$ cat src/rtl/oram_byte_loader_if.sv
// Byte-stream and ORAM backend signals of the byte loader, grouped for port connection.
// master is the loader's view; slave is the host/ORAM environment's view.
interface oram_byte_loader_if #(
  parameter int ORAMU      = 32,
  parameter int BECMDWidth = 2,
  parameter int FEDWidth   = 512
);
  logic [7:0]            RxData;
  logic                  RxValid;
  logic                  RxReady;
  logic [7:0]            TxData;
  logic                  TxValid;
  logic                  TxReady;
  logic [BECMDWidth-1:0] ORAMCommand;
  logic [ORAMU-1:0]      ORAMPAddr;
  logic                  ORAMCommandValid;
  logic                  ORAMCommandReady;
  logic [FEDWidth-1:0]   ORAMDataIn;
  logic                  ORAMDataInValid;
  logic                  ORAMDataInReady;
  logic [FEDWidth-1:0]   ORAMDataOut;
  logic                  ORAMDataOutValid;
  logic                  ORAMDataOutReady;
  logic                  Busy;

  modport master (
    input  RxData, RxValid, TxReady, ORAMCommandReady, ORAMDataInReady,
           ORAMDataOut, ORAMDataOutValid,
    output RxReady, TxData, TxValid, ORAMCommand, ORAMPAddr, ORAMCommandValid,
           ORAMDataIn, ORAMDataInValid, ORAMDataOutReady, Busy
  );

  modport slave (
    output RxData, RxValid, TxReady, ORAMCommandReady, ORAMDataInReady,
           ORAMDataOut, ORAMDataOutValid,
    input  RxReady, TxData, TxValid, ORAMCommand, ORAMPAddr, ORAMCommandValid,
           ORAMDataIn, ORAMDataInValid, ORAMDataOutReady, Busy
  );
endinterface

$ cat src/rtl/oram_byte_loader.sv
// Host byte protocol to ORAM command/data front end: parses header/address/write-data
// frames into backend transactions and serialises read data back to the host.
module oram_byte_loader #(
  parameter int                    ORAMU      = 32,
  parameter int                    BECMDWidth = 2,
  parameter int                    FEDWidth   = 512,
  parameter logic [BECMDWidth-1:0] CmdWrite   = BECMDWidth'(0),
  parameter logic [BECMDWidth-1:0] CmdRead    = BECMDWidth'(1)
) (
  input logic                 Clock,
  input logic                 Reset,
  oram_byte_loader_if.master  bus
);
  localparam int AB    = ORAMU / 8;
  localparam int DB    = FEDWidth / 8;
  localparam int MAXB  = (AB > DB) ? AB : DB;
  localparam int CNT_W = $clog2(MAXB) + 1;

  typedef enum logic [2:0] {HDR, ADDR, CMD, WDATA, WISSUE, RWAIT, RSEND} state_t;

  state_t                state_q, state_d;
  logic [CNT_W-1:0]      cnt_q, cnt_d;
  logic [BECMDWidth-1:0] cmd_q, cmd_d;
  logic [ORAMU-1:0]      addr_q, addr_d;
  logic [FEDWidth-1:0]   data_q, data_d;
  logic                  rx_ready;
  logic                  rx_fire;
  logic [7:0]            tx_byte;

  // RxReady is held low while Reset is asserted so every output reads 0 during reset.
  assign rx_ready = !Reset && (state_q == HDR || state_q == ADDR || state_q == WDATA);
  assign rx_fire  = bus.RxValid && rx_ready;

  always_comb begin
    tx_byte = '0;
    for (int i = 0; i < DB; i++) begin
      if (cnt_q == CNT_W'(i)) tx_byte = data_q[8*i +: 8];
    end
  end

  always_comb begin
    state_d = state_q;
    cnt_d   = cnt_q;
    cmd_d   = cmd_q;
    addr_d  = addr_q;
    data_d  = data_q;
    case (state_q)
      HDR: begin
        if (rx_fire) begin
          cmd_d   = bus.RxData[BECMDWidth-1:0];
          cnt_d   = '0;
          state_d = ADDR;
        end
      end
      ADDR: begin
        if (rx_fire) begin
          for (int i = 0; i < AB; i++) begin
            if (cnt_q == CNT_W'(i)) addr_d[8*i +: 8] = bus.RxData;
          end
          if (cnt_q == CNT_W'(AB - 1)) begin
            cnt_d   = '0;
            state_d = CMD;
          end else begin
            cnt_d = cnt_q + 1'b1;
          end
        end
      end
      CMD: begin
        if (bus.ORAMCommandReady) begin
          cnt_d = '0;
          if (cmd_q == CmdWrite)     state_d = WDATA;
          else if (cmd_q == CmdRead) state_d = RWAIT;
          else                       state_d = HDR;
        end
      end
      WDATA: begin
        if (rx_fire) begin
          for (int i = 0; i < DB; i++) begin
            if (cnt_q == CNT_W'(i)) data_d[8*i +: 8] = bus.RxData;
          end
          if (cnt_q == CNT_W'(DB - 1)) begin
            cnt_d   = '0;
            state_d = WISSUE;
          end else begin
            cnt_d = cnt_q + 1'b1;
          end
        end
      end
      WISSUE: begin
        if (bus.ORAMDataInReady) state_d = HDR;
      end
      RWAIT: begin
        if (bus.ORAMDataOutValid) begin
          data_d  = bus.ORAMDataOut;
          cnt_d   = '0;
          state_d = RSEND;
        end
      end
      RSEND: begin
        if (bus.TxReady) begin
          if (cnt_q == CNT_W'(DB - 1)) begin
            cnt_d   = '0;
            state_d = HDR;
          end else begin
            cnt_d = cnt_q + 1'b1;
          end
        end
      end
      default: state_d = HDR;
    endcase
  end

  always_ff @(posedge Clock) begin
    if (Reset) begin
      state_q <= HDR;
      cnt_q   <= '0;
      cmd_q   <= '0;
      addr_q  <= '0;
      data_q  <= '0;
    end else begin
      state_q <= state_d;
      cnt_q   <= cnt_d;
      cmd_q   <= cmd_d;
      addr_q  <= addr_d;
      data_q  <= data_d;
    end
  end

  // Every valid/ready is a pure decode of the registered state; no ready feeds a valid.
  assign bus.RxReady          = rx_ready;
  assign bus.ORAMCommandValid = (state_q == CMD);
  assign bus.ORAMDataInValid  = (state_q == WISSUE);
  assign bus.ORAMDataOutReady = (state_q == RWAIT);
  assign bus.TxValid          = (state_q == RSEND);
  assign bus.TxData           = tx_byte;
  assign bus.ORAMCommand      = cmd_q;
  assign bus.ORAMPAddr        = addr_q;
  assign bus.ORAMDataIn       = data_q;
  assign bus.Busy             = (state_q != HDR);
endmodule
$ cat src/flat_wrapper.sv
// flat-port wrapper written by rule: the top's interface ports become plain ports
module oram_byte_loader_flat 
#(
  parameter int                    ORAMU      = 32,
  parameter int                    BECMDWidth = 2,
  parameter int                    FEDWidth   = 512,
  parameter logic [BECMDWidth-1:0] CmdWrite   = BECMDWidth'(0),
  parameter logic [BECMDWidth-1:0] CmdRead    = BECMDWidth'(1)
)
  (Clock, Reset, bus_RxData, bus_RxValid, bus_TxReady, bus_ORAMCommandReady, bus_ORAMDataInReady, bus_ORAMDataOut, bus_ORAMDataOutValid, bus_RxReady, bus_TxData, bus_TxValid, bus_ORAMCommand, bus_ORAMPAddr, bus_ORAMCommandValid, bus_ORAMDataIn, bus_ORAMDataInValid, bus_ORAMDataOutReady, bus_Busy);
  oram_byte_loader_if #(.ORAMU(ORAMU), .BECMDWidth(BECMDWidth), .FEDWidth(FEDWidth)) bus_i ();
  input logic Clock;
  input logic Reset;
  input wire logic [$bits(bus_i.RxData)-1:0] bus_RxData;
  input wire logic [$bits(bus_i.RxValid)-1:0] bus_RxValid;
  input wire logic [$bits(bus_i.TxReady)-1:0] bus_TxReady;
  input wire logic [$bits(bus_i.ORAMCommandReady)-1:0] bus_ORAMCommandReady;
  input wire logic [$bits(bus_i.ORAMDataInReady)-1:0] bus_ORAMDataInReady;
  input wire logic [$bits(bus_i.ORAMDataOut)-1:0] bus_ORAMDataOut;
  input wire logic [$bits(bus_i.ORAMDataOutValid)-1:0] bus_ORAMDataOutValid;
  output wire logic [$bits(bus_i.RxReady)-1:0] bus_RxReady;
  output wire logic [$bits(bus_i.TxData)-1:0] bus_TxData;
  output wire logic [$bits(bus_i.TxValid)-1:0] bus_TxValid;
  output wire logic [$bits(bus_i.ORAMCommand)-1:0] bus_ORAMCommand;
  output wire logic [$bits(bus_i.ORAMPAddr)-1:0] bus_ORAMPAddr;
  output wire logic [$bits(bus_i.ORAMCommandValid)-1:0] bus_ORAMCommandValid;
  output wire logic [$bits(bus_i.ORAMDataIn)-1:0] bus_ORAMDataIn;
  output wire logic [$bits(bus_i.ORAMDataInValid)-1:0] bus_ORAMDataInValid;
  output wire logic [$bits(bus_i.ORAMDataOutReady)-1:0] bus_ORAMDataOutReady;
  output wire logic [$bits(bus_i.Busy)-1:0] bus_Busy;
  assign bus_i.RxData = bus_RxData;
  assign bus_i.RxValid = bus_RxValid;
  assign bus_i.TxReady = bus_TxReady;
  assign bus_i.ORAMCommandReady = bus_ORAMCommandReady;
  assign bus_i.ORAMDataInReady = bus_ORAMDataInReady;
  assign bus_i.ORAMDataOut = bus_ORAMDataOut;
  assign bus_i.ORAMDataOutValid = bus_ORAMDataOutValid;
  assign bus_RxReady = bus_i.RxReady;
  assign bus_TxData = bus_i.TxData;
  assign bus_TxValid = bus_i.TxValid;
  assign bus_ORAMCommand = bus_i.ORAMCommand;
  assign bus_ORAMPAddr = bus_i.ORAMPAddr;
  assign bus_ORAMCommandValid = bus_i.ORAMCommandValid;
  assign bus_ORAMDataIn = bus_i.ORAMDataIn;
  assign bus_ORAMDataInValid = bus_i.ORAMDataInValid;
  assign bus_ORAMDataOutReady = bus_i.ORAMDataOutReady;
  assign bus_Busy = bus_i.Busy;
  oram_byte_loader #(.ORAMU(ORAMU), .BECMDWidth(BECMDWidth), .FEDWidth(FEDWidth), .CmdWrite(CmdWrite), .CmdRead(CmdRead)) u_core (.Clock(Clock), .Reset(Reset), .bus(bus_i));
endmodule
$ cat config.mk
export PLATFORM = sky130hd
export DESIGN_NAME = oram_byte_loader_flat
export DESIGN_NICKNAME = d
export VERILOG_FILES = /design/src/rtl/oram_byte_loader_if.sv /design/src/rtl/oram_byte_loader.sv /design/src/flat_wrapper.sv
export SDC_FILE = /design/constraint.sdc
export NUM_CORES = 1
export LEC_CHECK = 0
export CAP_MARGIN = 5
export CORE_AREA = 5 5 424 426
export DETAILED_ROUTE_END_ITERATION = 10
export DIE_AREA = 0 0 429 431
export HOLD_SLACK_MARGIN = 0.03
export MAX_ROUTING_LAYER = met4
export PLACE_DENSITY = 0.4
export SLEW_MARGIN = 5
export SYNTH_ARGS = -nofsm -noshare
export SYNTH_HDL_FRONTEND = slang
export SYNTH_SLANG_ARGS = --single-unit
$ cat constraint.sdc
create_clock -name Clock -period 4.2 [get_ports Clock]
set_clock_uncertainty 0.15 [all_clocks]
set_input_delay 0.84 -clock Clock [delete_from_list [all_inputs] [get_ports Clock]]
set_output_delay 0.84 -clock Clock [all_outputs]
set_load 0.02 [all_outputs]
==> summary.txt <==
Status: finished, violations left
Failing checks: negative setup slack
Setup TNS: -4.08 ns
Wire length per cell: 36.4 um
Maximum clock rate: 208 MHz
Synth Cell Area: 28800 um^2
DRT antenna net count: 0
Register-to-Register Setup Slack: 0.73 ns
Compound-gate portion of the synthesized area: 0.365
DP Wirelength: 218000 um
Rel. slew slack: 0.223
Port Buffers: 1086
Row count: 154
Num CTS Buffers: 77
Final Hold Fails: 0
Worst Hold Class: input pin to register
Cells after synthesis: 3666
Largest family of logic cells by synthesized area: compound AO/OA/AOI/OAI gates
Synth unique cells: 93
Final #Nets: 5550
Setup crit start kind: register
GRT Total Usage: 0.288
Max-cap viol count: 0
Synth warnings: 0
Register area share after synthesis: 0.387
CTS tree: built
Net Sw Frac: 0.278
Sink Count: 556
DRT Pass-1 Iters: 6
Top-count cell post-synth: nor2_1
CP max FO: 6
Placer Congestion: 0.984
Cell Pwr Density: 290 nW/um^2
Fraction of layout cells with a size suffix above 1: 0.191
Tmin final: 4.81 ns
Synth Area in Simple Gates: 0.178
P_int: 10.6 mW
Final setup viols: 8
Vias: 37.5k
Via/cell ratio: 5.02
Worst Hold Slack: 0.270 ns
Top cells by area, synth: dfxtp_1 (39%), a211oi_1 (14%), a21oi_1 (10%), nor2_1 (8.4%), clkbuf_1 (2.8%)
Worst setup EP type: output pin
Flops & latches, synth: 556
Post-route DRC: 0
Synth Area in Adders: 0.00174
Clock Latency Late Sink: 0.71 ns
Largest net degree at the start of global routing: 164
Final wirelength: 272000 um
IO Count: 1087
Peak supply drop: 0.304 mV
Leakage power: 17.2 nW
Combinational power share: 0.143
Sequential power share: 0.372
Area grow syn2layout: 76.0%
Final Max Slew Viols: 0
Synth Area in XOR/XNOR: 0.00152
Worst setup margin: -0.615 ns
Synth Flop Type: dfxtp_1
CTS Hold Bufs: 0
Drt first-iter violations: 3098
Mapped Nets: 4197
Post-synth top area share: 0.387
Post-synthesis mux area share: 0.00940
Critical path class: register to output pin
CTS root buffer: clkbuf_16
Crit path required time: 3.21 ns
Initial antenna violation count: 56
Synth cell count leaders: nor2_1 (642), a21oi_1 (600), dfxtp_1 (556)
Slew at the pin with the worst max-slew slack: 1.16 ns
Clock Tree Buf Depth: 3
Initial Util: 0.164
Final worst-path cycle share: 1.15
EDFF count, synth: 0
Arr. time, crit path: 3.82 ns
Yosys top cell by area: dfxtp_1
Clk pwr share: 0.485
Chip height: 431 um
Clock-pin slew on the worst setup and hold paths: 0.06 ns
Number of global-route vias before repair: 37.0k
Syn_area_per_cell: 7.84 um^2
Global-route wire length before repair: 355000 um
FFs w/ async S/R, synth: 0
Core area: 175000 um^2
Net Sw Power: 4.09 mW
RSZ-0062 raised after global routing: true
GR Overflow Total: 0
DIE AREA: 185000 um^2
Die width: 429 um
H-Tree Depth: 3
[worst max-delay path: stages, from the launching register on]
cell and delay [ns]:
dfxtp_4 0.36, buf_6 0.12, or4b_4 0.56, buf_12 0.16, buf_12 0.13, nor2_4 0.10
nor3_2 0.07, and3_4 0.18, o31a_1 0.38, o211ai_1 0.58, buf_4 0.23, a21oi_4 0.06
buf_12 0.15
[placed cells by master, fill, tap and decap left out, drive strengths merged, types with 48 or more instances in the layout]
cell           instances
o21ai                 93
clkdlybuf4s50       1076
nor3                  58
dfxtp                556
a21oi                632
nand3                 79
a211oi               529
nor2                 655
nand2                138
clkbuf               110
buf                  556
diode                 48
[cells by family after synthesis]
logic type | count (synthesis)
buf+inv | 377
flops | 556
xor+xnor | 5
mux | 27
compound gates | 1585
fa+ha+maj | 4
simple gates | 1112
[path summary, 6_finish.rpt]
kind                                    startpoint                                 endpoint  cells past startpoint
max                   u_core.cnt_q[6]$_SDFFE_PP0P_                            bus_TxData[5]                     12
min                                          Reset  u_core.bus.ORAMDataIn[346]$_SDFFE_PP0P_                      2
min reg2reg  u_core.bus.ORAMPAddr[27]$_SDFFE_PP0P_    u_core.bus.ORAMPAddr[27]$_SDFFE_PP0P_                      2
max reg2reg         u_core.state_q[0]$_SDFFE_PP0P_  u_core.bus.ORAMDataIn[299]$_SDFFE_PP0P_                      7
[repair_timing]
action	4_1_cts	5_1_grt
buffers inserted	84	30
gates resized for setup	335	62
hold endpoints to repair	0	0
pin swaps	86	50
cloned	3	2
endpoints found under the setup margin	8	8
[state kept, by name, summed over array words and instances, names as in the netlist]
name / count
u_core.bus.ORAMDataIn: 512
u_core.bus.ORAMPAddr: 32
u_core.state_q: 3
u_core.bus.ORAMCommand: 2
u_core.cnt_q: 7
[layer usage]
metal / track usage / up-vias / wire length, um
li1: - / 16700 / -
met1: 0.315 / 18800 / 104000
met2: 0.514 / 1540 / 141000
met3: 0.0499 / 388 / 14500
met4: 0.120 / 0 / 12900
met5: - / - / 0
[area by class of cell]
| class | count | area [um^2] |
|---|---|---|
| Fill cell | 18900 | 125000 |
| Timing Repair Buffer | 1636 | 16100 |
| Multi-Input combinational cell | 2733 | 17600 |
| Clock inverter | 27 | 379 |
| Sequential cell | 556 | 11100 |
| Antenna cell | 48 | 120 |
| Inverter | 15 | 62.6 |
| Tap cell | 2340 | 2930 |
| Clock buffer | 108 | 2270 |
[power by group through the flow]
stage	clock network, mW	registers, mW	logic (mW)
3_5_place_dp	0	5.58	1.90
3_3_place_gp	0	5.59	1.90
6_report	7.13	5.47	2.10
2_1_floorplan	0	5.56	0.634
4_1_cts	7.25	5.47	2.05
5_1_grt	7.46	5.47	2.20
[through the flow]
stage                     power, mW  utilization  instance area, um^2  cells  setup slack, ns
after global routing           15.1        0.289                50600   7456           -0.689
after detailed placement       7.48        0.256                44900   7171           -0.604
after floorplan                6.19            -                28800   3666            0.540
final                          14.7        0.289                50600   7463           -0.615
after global placement         7.48        0.256                44900   7171           -0.582
after CTS                      14.8        0.285                49900   7386           -0.651
Note: power is estimated with default switching activity, not from simulation.
